### src/rtl/fifo_feeder_pkg.sv
// Shared types and default widths for the fifo_feeder stream source.
// Latency: n/a (declarations only).
// Backpressure: n/a (declarations only).
package fifo_feeder_pkg;

   localparam int DATA_W_DEF = 8;
   localparam int CNT_W_DEF  = 16;
   localparam int GAP_W_DEF  = 4;

   typedef enum logic [1:0] {
      IDLE = 2'd0,
      SEND = 2'd1,
      GAP  = 2'd2,
      DONE = 2'd3
   } feeder_state_e;

endpackage : fifo_feeder_pkg

### src/rtl/fifo_feeder.sv
// Purpose: valid/ready traffic source emitting seed, seed+step, ... for cfg_len words,
//          with an optional idle gap after every transfer except the last.
// Latency: accept at edge N -> first valid in cycle N+1; done pulses the cycle after the last transfer.
// Backpressure: data_out_vld/data_out hold steady while data_out_rdy is low; vld never depends on rdy.
//
// Ports:
//   clk, rstn                      clock and asynchronous active-low reset
//   start                          launch a job (ignored while busy)
//   cfg_len/cfg_seed/cfg_step/cfg_gap   job configuration, captured on accept
//   data_out, data_out_vld, data_out_rdy   producer side of the stream
//   busy, done, sent_cnt           job status
module fifo_feeder
   import fifo_feeder_pkg::*;
#(
   parameter int DATA_W = DATA_W_DEF,
   parameter int CNT_W  = CNT_W_DEF,
   parameter int GAP_W  = GAP_W_DEF
) (
   input  logic              clk,
   input  logic              rstn,
   input  logic              start,
   input  logic [CNT_W-1:0]  cfg_len,
   input  logic [DATA_W-1:0] cfg_seed,
   input  logic [DATA_W-1:0] cfg_step,
   input  logic [GAP_W-1:0]  cfg_gap,
   output logic [DATA_W-1:0] data_out,
   output logic              data_out_vld,
   input  logic              data_out_rdy,
   output logic              busy,
   output logic              done,
   output logic [CNT_W-1:0]  sent_cnt
);

   feeder_state_e     state;
   logic [CNT_W-1:0]  len_q;
   logic [DATA_W-1:0] step_q;
   logic [GAP_W-1:0]  gap_q;
   logic [GAP_W-1:0]  gap_cnt;

   logic xfer;
   logic last_word;

   assign xfer      = data_out_vld && data_out_rdy;
   // The word being transferred now is the last one when it brings the count up to len.
   assign last_word = (sent_cnt + CNT_W'(1)) == len_q;

   always_ff @(posedge clk or negedge rstn) begin
      if (!rstn) begin
         state        <= IDLE;
         len_q        <= '0;
         step_q       <= '0;
         gap_q        <= '0;
         gap_cnt      <= '0;
         data_out     <= '0;
         data_out_vld <= 1'b0;
         busy         <= 1'b0;
         done         <= 1'b0;
         sent_cnt     <= '0;
      end else begin
         done <= 1'b0;
         case (state)
            IDLE, DONE: begin
               if (start) begin
                  len_q    <= cfg_len;
                  step_q   <= cfg_step;
                  gap_q    <= cfg_gap;
                  sent_cnt <= '0;
                  data_out <= cfg_seed;
                  if (cfg_len == '0) begin
                     // Empty job: report completion without ever raising valid.
                     state <= DONE;
                     done  <= 1'b1;
                  end else begin
                     state        <= SEND;
                     data_out_vld <= 1'b1;
                     busy         <= 1'b1;
                  end
               end else begin
                  state <= IDLE;
               end
            end

            SEND: begin
               if (xfer) begin
                  sent_cnt <= sent_cnt + CNT_W'(1);
                  data_out <= data_out + step_q;
                  if (last_word) begin
                     state        <= DONE;
                     data_out_vld <= 1'b0;
                     busy         <= 1'b0;
                     done         <= 1'b1;
                  end else if (gap_q != '0) begin
                     state        <= GAP;
                     gap_cnt      <= gap_q;
                     data_out_vld <= 1'b0;
                  end
               end
            end

            GAP: begin
               // Leaving at a count of 1 yields exactly gap_q low-valid cycles.
               if (gap_cnt == GAP_W'(1)) begin
                  state        <= SEND;
                  data_out_vld <= 1'b1;
               end else begin
                  gap_cnt <= gap_cnt - GAP_W'(1);
               end
            end

            default: begin
               state        <= IDLE;
               data_out_vld <= 1'b0;
               busy         <= 1'b0;
            end
         endcase
      end
   end

endmodule : fifo_feeder
### config.mk
export PLATFORM = sky130hd
export DESIGN_NAME = fifo_feeder
export DESIGN_NICKNAME = d
export VERILOG_FILES = /design/src/rtl/fifo_feeder_pkg.sv /design/src/rtl/fifo_feeder.sv
export SDC_FILE = /design/constraint.sdc
export NUM_CORES = 1
export LEC_CHECK = 0
export CELL_PAD_IN_SITES_DETAIL_PLACEMENT = 2
export CELL_PAD_IN_SITES_GLOBAL_PLACEMENT = 2
export CORE_UTILIZATION = 33
export CTS_CLUSTER_SIZE = 25
export DETAILED_ROUTE_END_ITERATION = 10
export GPL_TIMING_DRIVEN = 0
export PLACE_DENSITY = 0.81
export REMOVE_ABC_BUFFERS = 1
export SLEW_MARGIN = 20
export SYNTH_ARGS = -nofsm -noshare
export SYNTH_HDL_FRONTEND = slang
export SYNTH_SLANG_ARGS = --single-unit
### constraint.sdc
create_clock -name clk -period 3 [get_ports clk]
set_input_delay 0.45 -clock clk [delete_from_list [all_inputs] [get_ports clk]]
set_output_delay 0.45 -clock clk [all_outputs]
set_load 0.01 [all_outputs]
==> out/results.md <==
• status: finished, final reports clean
• remaining routing DRC violations: 0
• clock buffer depth: 2
• max_cap viols: 0
• Hold-fix buffers, CTS: 0
• P&R area growth vs syn: 29.9%
• core occupancy in the finished layout: 0.450
• Leak: 1.88 nW
• worst clock skew: 0.0134 ns
• Congestion Overflow GR: 0
• GR Util All Layers: 0.217
• largest net degree at the start of global routing: 39
• leading cell types by total area after synthesis: dfrtp_1, mux2_2, xnor2_1
• hold violation total from the final report: 0
• die area: 0.0114 mm2
• worst skew pair latency: 0.35 ns
• cell area after synthesis: 0.00362 mm2
• final count of negative-setup-slack endpoints: 0
• kind of cell adding the most delay to the critical path: compound AO/OA/AOI/OAI gates
• Pwr per Cell Area: 993 mW/mm2
• launch point of the worst path: sent_cnt[2]
• sum of routed wire length over all layers: 11.5 mm
• overall via count from detail_route: 3136
• portion of synthesized cell area occupied by the leading cell type: 0.421
• number of detailed-routing iterations run before antenna repair: 6
• via count of the first global-routing pass: 3665
• number of buffers inserted by port buffering: 66
• violation count after the first detailed-routing iteration: 87
• number of placement rows: 37
• summed area of non-filler cells in the final layout: 0.00470 mm2
• FF-to-FF Start: sent_cnt[2]
• number of top-level pins: 67
• non-filler cells in the finished layout: 569
• final layout net count: 482
• sequential share of the synthesized area: 0.421
• Yosys reg bits: 61
• Setup crit end kind: flip-flop
• width of the chip: 107 um
• CTS tree: done
• half-perimeter wire length after placement: 7.92 mm
• worst min path class: in -> async
• gp weighted congestion: 0.757
• setup repair after global routing missed its margin: false
• wire length of the first global-routing pass: 18.8 mm
• minimum setup slack among reg-to-reg paths: 0.12 ns
• fraction of final layout cells with drive strength greater than 1: 0.178
• maximum achievable frequency: 0.348 GHz
• data arrival at the endpoint of the critical path: 3.10 ns
• Worst Path Required: 3.23 ns
• worst path buffer plus inverter count: 0
• cell accounting for the most synthesized area: dfrtp_1
• total number of H-tree levels: 3
• final max-slew violation count: 0
• count of distinct cell types in the synthesized netlist: 53
• fin crit period: 2.88 ns
• cell chain of the critical path: and3_2, a2111o_1, o311ai_2, o211ai_2, a2111oi_4, o211ai_4, a21oi_2, mux2_2
• slew at the pin with the worst max-slew slack: 0.807 ns
• Initial Util: 0.346
• overall power: 4.67 mW
• cell count after synthesis: 366
• number of cell instances on the worst register-to-register path: 8
• relative max-transition margin: 0.460
• average instance area after synthesis: 9.90 um2
• ys async rst share: 1.00
• instance count on the critical path: 8
• Root Buffer: clkbuf_8
• antenna violations before repair: 0
• layout filler cell count: 1128
• maximum fanout count along the critical path: 12
• total clock sinks: 61
• die outline height: 107 um
• core box area: 0.0105 mm2
• clock transition at the registers of the reported paths: 0.07 ns
• detail-routed net length per standard cell: 20.3 um
• most common flop cell mapped by yosys: dfrtp_1
• drt via density: 5.51
• antenna violation net count after detailed routing: 0
• Max IR drop VDD: 0.402 mV
• classification of the worst setup path: reg -> reg
• max incr delay on CP: 0.51 ns
• number of buffers created by CTS: 9
• number of synthesized flops with an enable pin: 0
• type of origin of the critical path: flip-flop
• Placement Cell Area: 0.00440 mm2
• cell with the biggest individual delay on the critical path: dfrtp_2
• number of cells after detailed placement: 551
• final worst path period share: 0.959
• worst hold slack across all endpoints: 0.00621 ns
• antenna diode count: 0
• number of warnings printed during yosys synthesis: 0
path summary, 6_finish.rpt:
path / endpoint
worst max-delay path: state[1]
worst min-delay path: sent_cnt[4]
worst max register to register: state[1]
worst min register to register: step_q[2]
max in group asynchronous: state[0]
min in group clk: step_q[2]
power by group:
group | internal [mW] | total, mW | switching, mW
Sequential | 1.14 | 1.44 | 0.293
Combinational | 1.11 | 2.40 | 1.29
Clock | 0.485 | 0.829 | 0.344
Total | 2.74 | 4.67 | 1.93
stage by stage:
step                      TNS, ns  worst slack (ns)
final                           0             0.123
after global routing            0          0.000549
after global placement     -63.07            -0.994
after detailed placement   -23.00             -1.10
after CTS                       0            0.0168
after floorplan                 0             0.305
layout by cell type (no fill, tap or decap), types with 4 or more instances in the layout:
master,netlist,routed
clkdlybuf4s50_1,0,65
dfrtp_1,61,56
nand2_1,35,33
mux2_2,32,32
o21ai_0,27,27
xnor2_1,18,18
a21oi_1,17,16
inv_1,15,14
nor2_1,15,14
o31ai_1,13,13
nand3_1,13,11
ha_1,12,10
clkbuf_8,0,10
nor3_1,10,9
mux2i_1,9,9
nand4_1,8,8
xor2_1,8,8
or3_1,6,5
nor2b_1,5,5
dfrtp_2,0,5
and2_1,4,4
o21bai_1,4,4
per-layer routing:
layer / wire (um) / GRT usage / vias to the layer above / part of all wire
met5: 0 / 0 / - / 0
met4: 297 / 0.0763 / 0 / 0.026
met3: 574 / 0.0559 / 23 / 0.050
met2: 6190 / 0.411 / 85 / 0.54
met1: 4480 / 0.232 / 1590 / 0.39
li1: - / - / 1438 / -
cells in the mapped netlist (3+ instances only):
cell / number
nand4_1: 8
nand2_1: 35
clkbuf_1: 12
nor3_1: 10
o21ai_0: 27
mux2i_1: 9
and2_1: 4
ha_1: 12
inv_1: 15
o21bai_1: 4
xnor2_1: 18
nor2b_1: 5
nor2_1: 15
and3_1: 3
dfrtp_1: 61
or3_1: 6
a21oi_1: 17
nand3_1: 13
mux2_2: 32
nor4_1: 3
o31ai_1: 13
xor2_1: 8
sequential cells by signal, indices dropped and copies added, names as in the netlist:
register and count:
len_q 16, sent_cnt 16, data_out 8, step_q 8, gap_cnt 4, gap_q 4
state 2, busy 1, data_out_vld 1, done 1
logic make-up (layout without fill, tap and decap cells):
kind of cell | Yosys count | count (layout) | synth area share
mux | 41 | 41 | 0.124
buf+inv | 34 | 101 | 0.0380
xor+xnor | 26 | 26 | 0.0629
fa+ha+maj | 13 | 13 | 0.0470
compound gates | 81 | 81 | 0.155
simple gates | 110 | 110 | 0.151
flops | 61 | 61 | 0.421
layout make-up:
class	instances	area [um2]	area share
Clock inverter	4	72.6	0.0154
Inverter	16	63.8	0.0136
Clock buffer	11	141	0.0301
Sequential cell	61	1530	0.326
Multi-Input combinational cell	271	2030	0.431
Timing Repair Buffer	69	693	0.147
Timing Repair inverter	1	5.00	0.00106
Tap cell	136	170	0.0362
repair_timing:
action,4_1_cts,5_1_grt
gates resized for setup,14,7
setup endpoints to repair,33,5
gates cloned,1,0
endpoints found under the hold margin,0,0
buffers inserted,0,2
pin swaps,0,1
No activity file was read; power rests on OpenSTA's default activity.
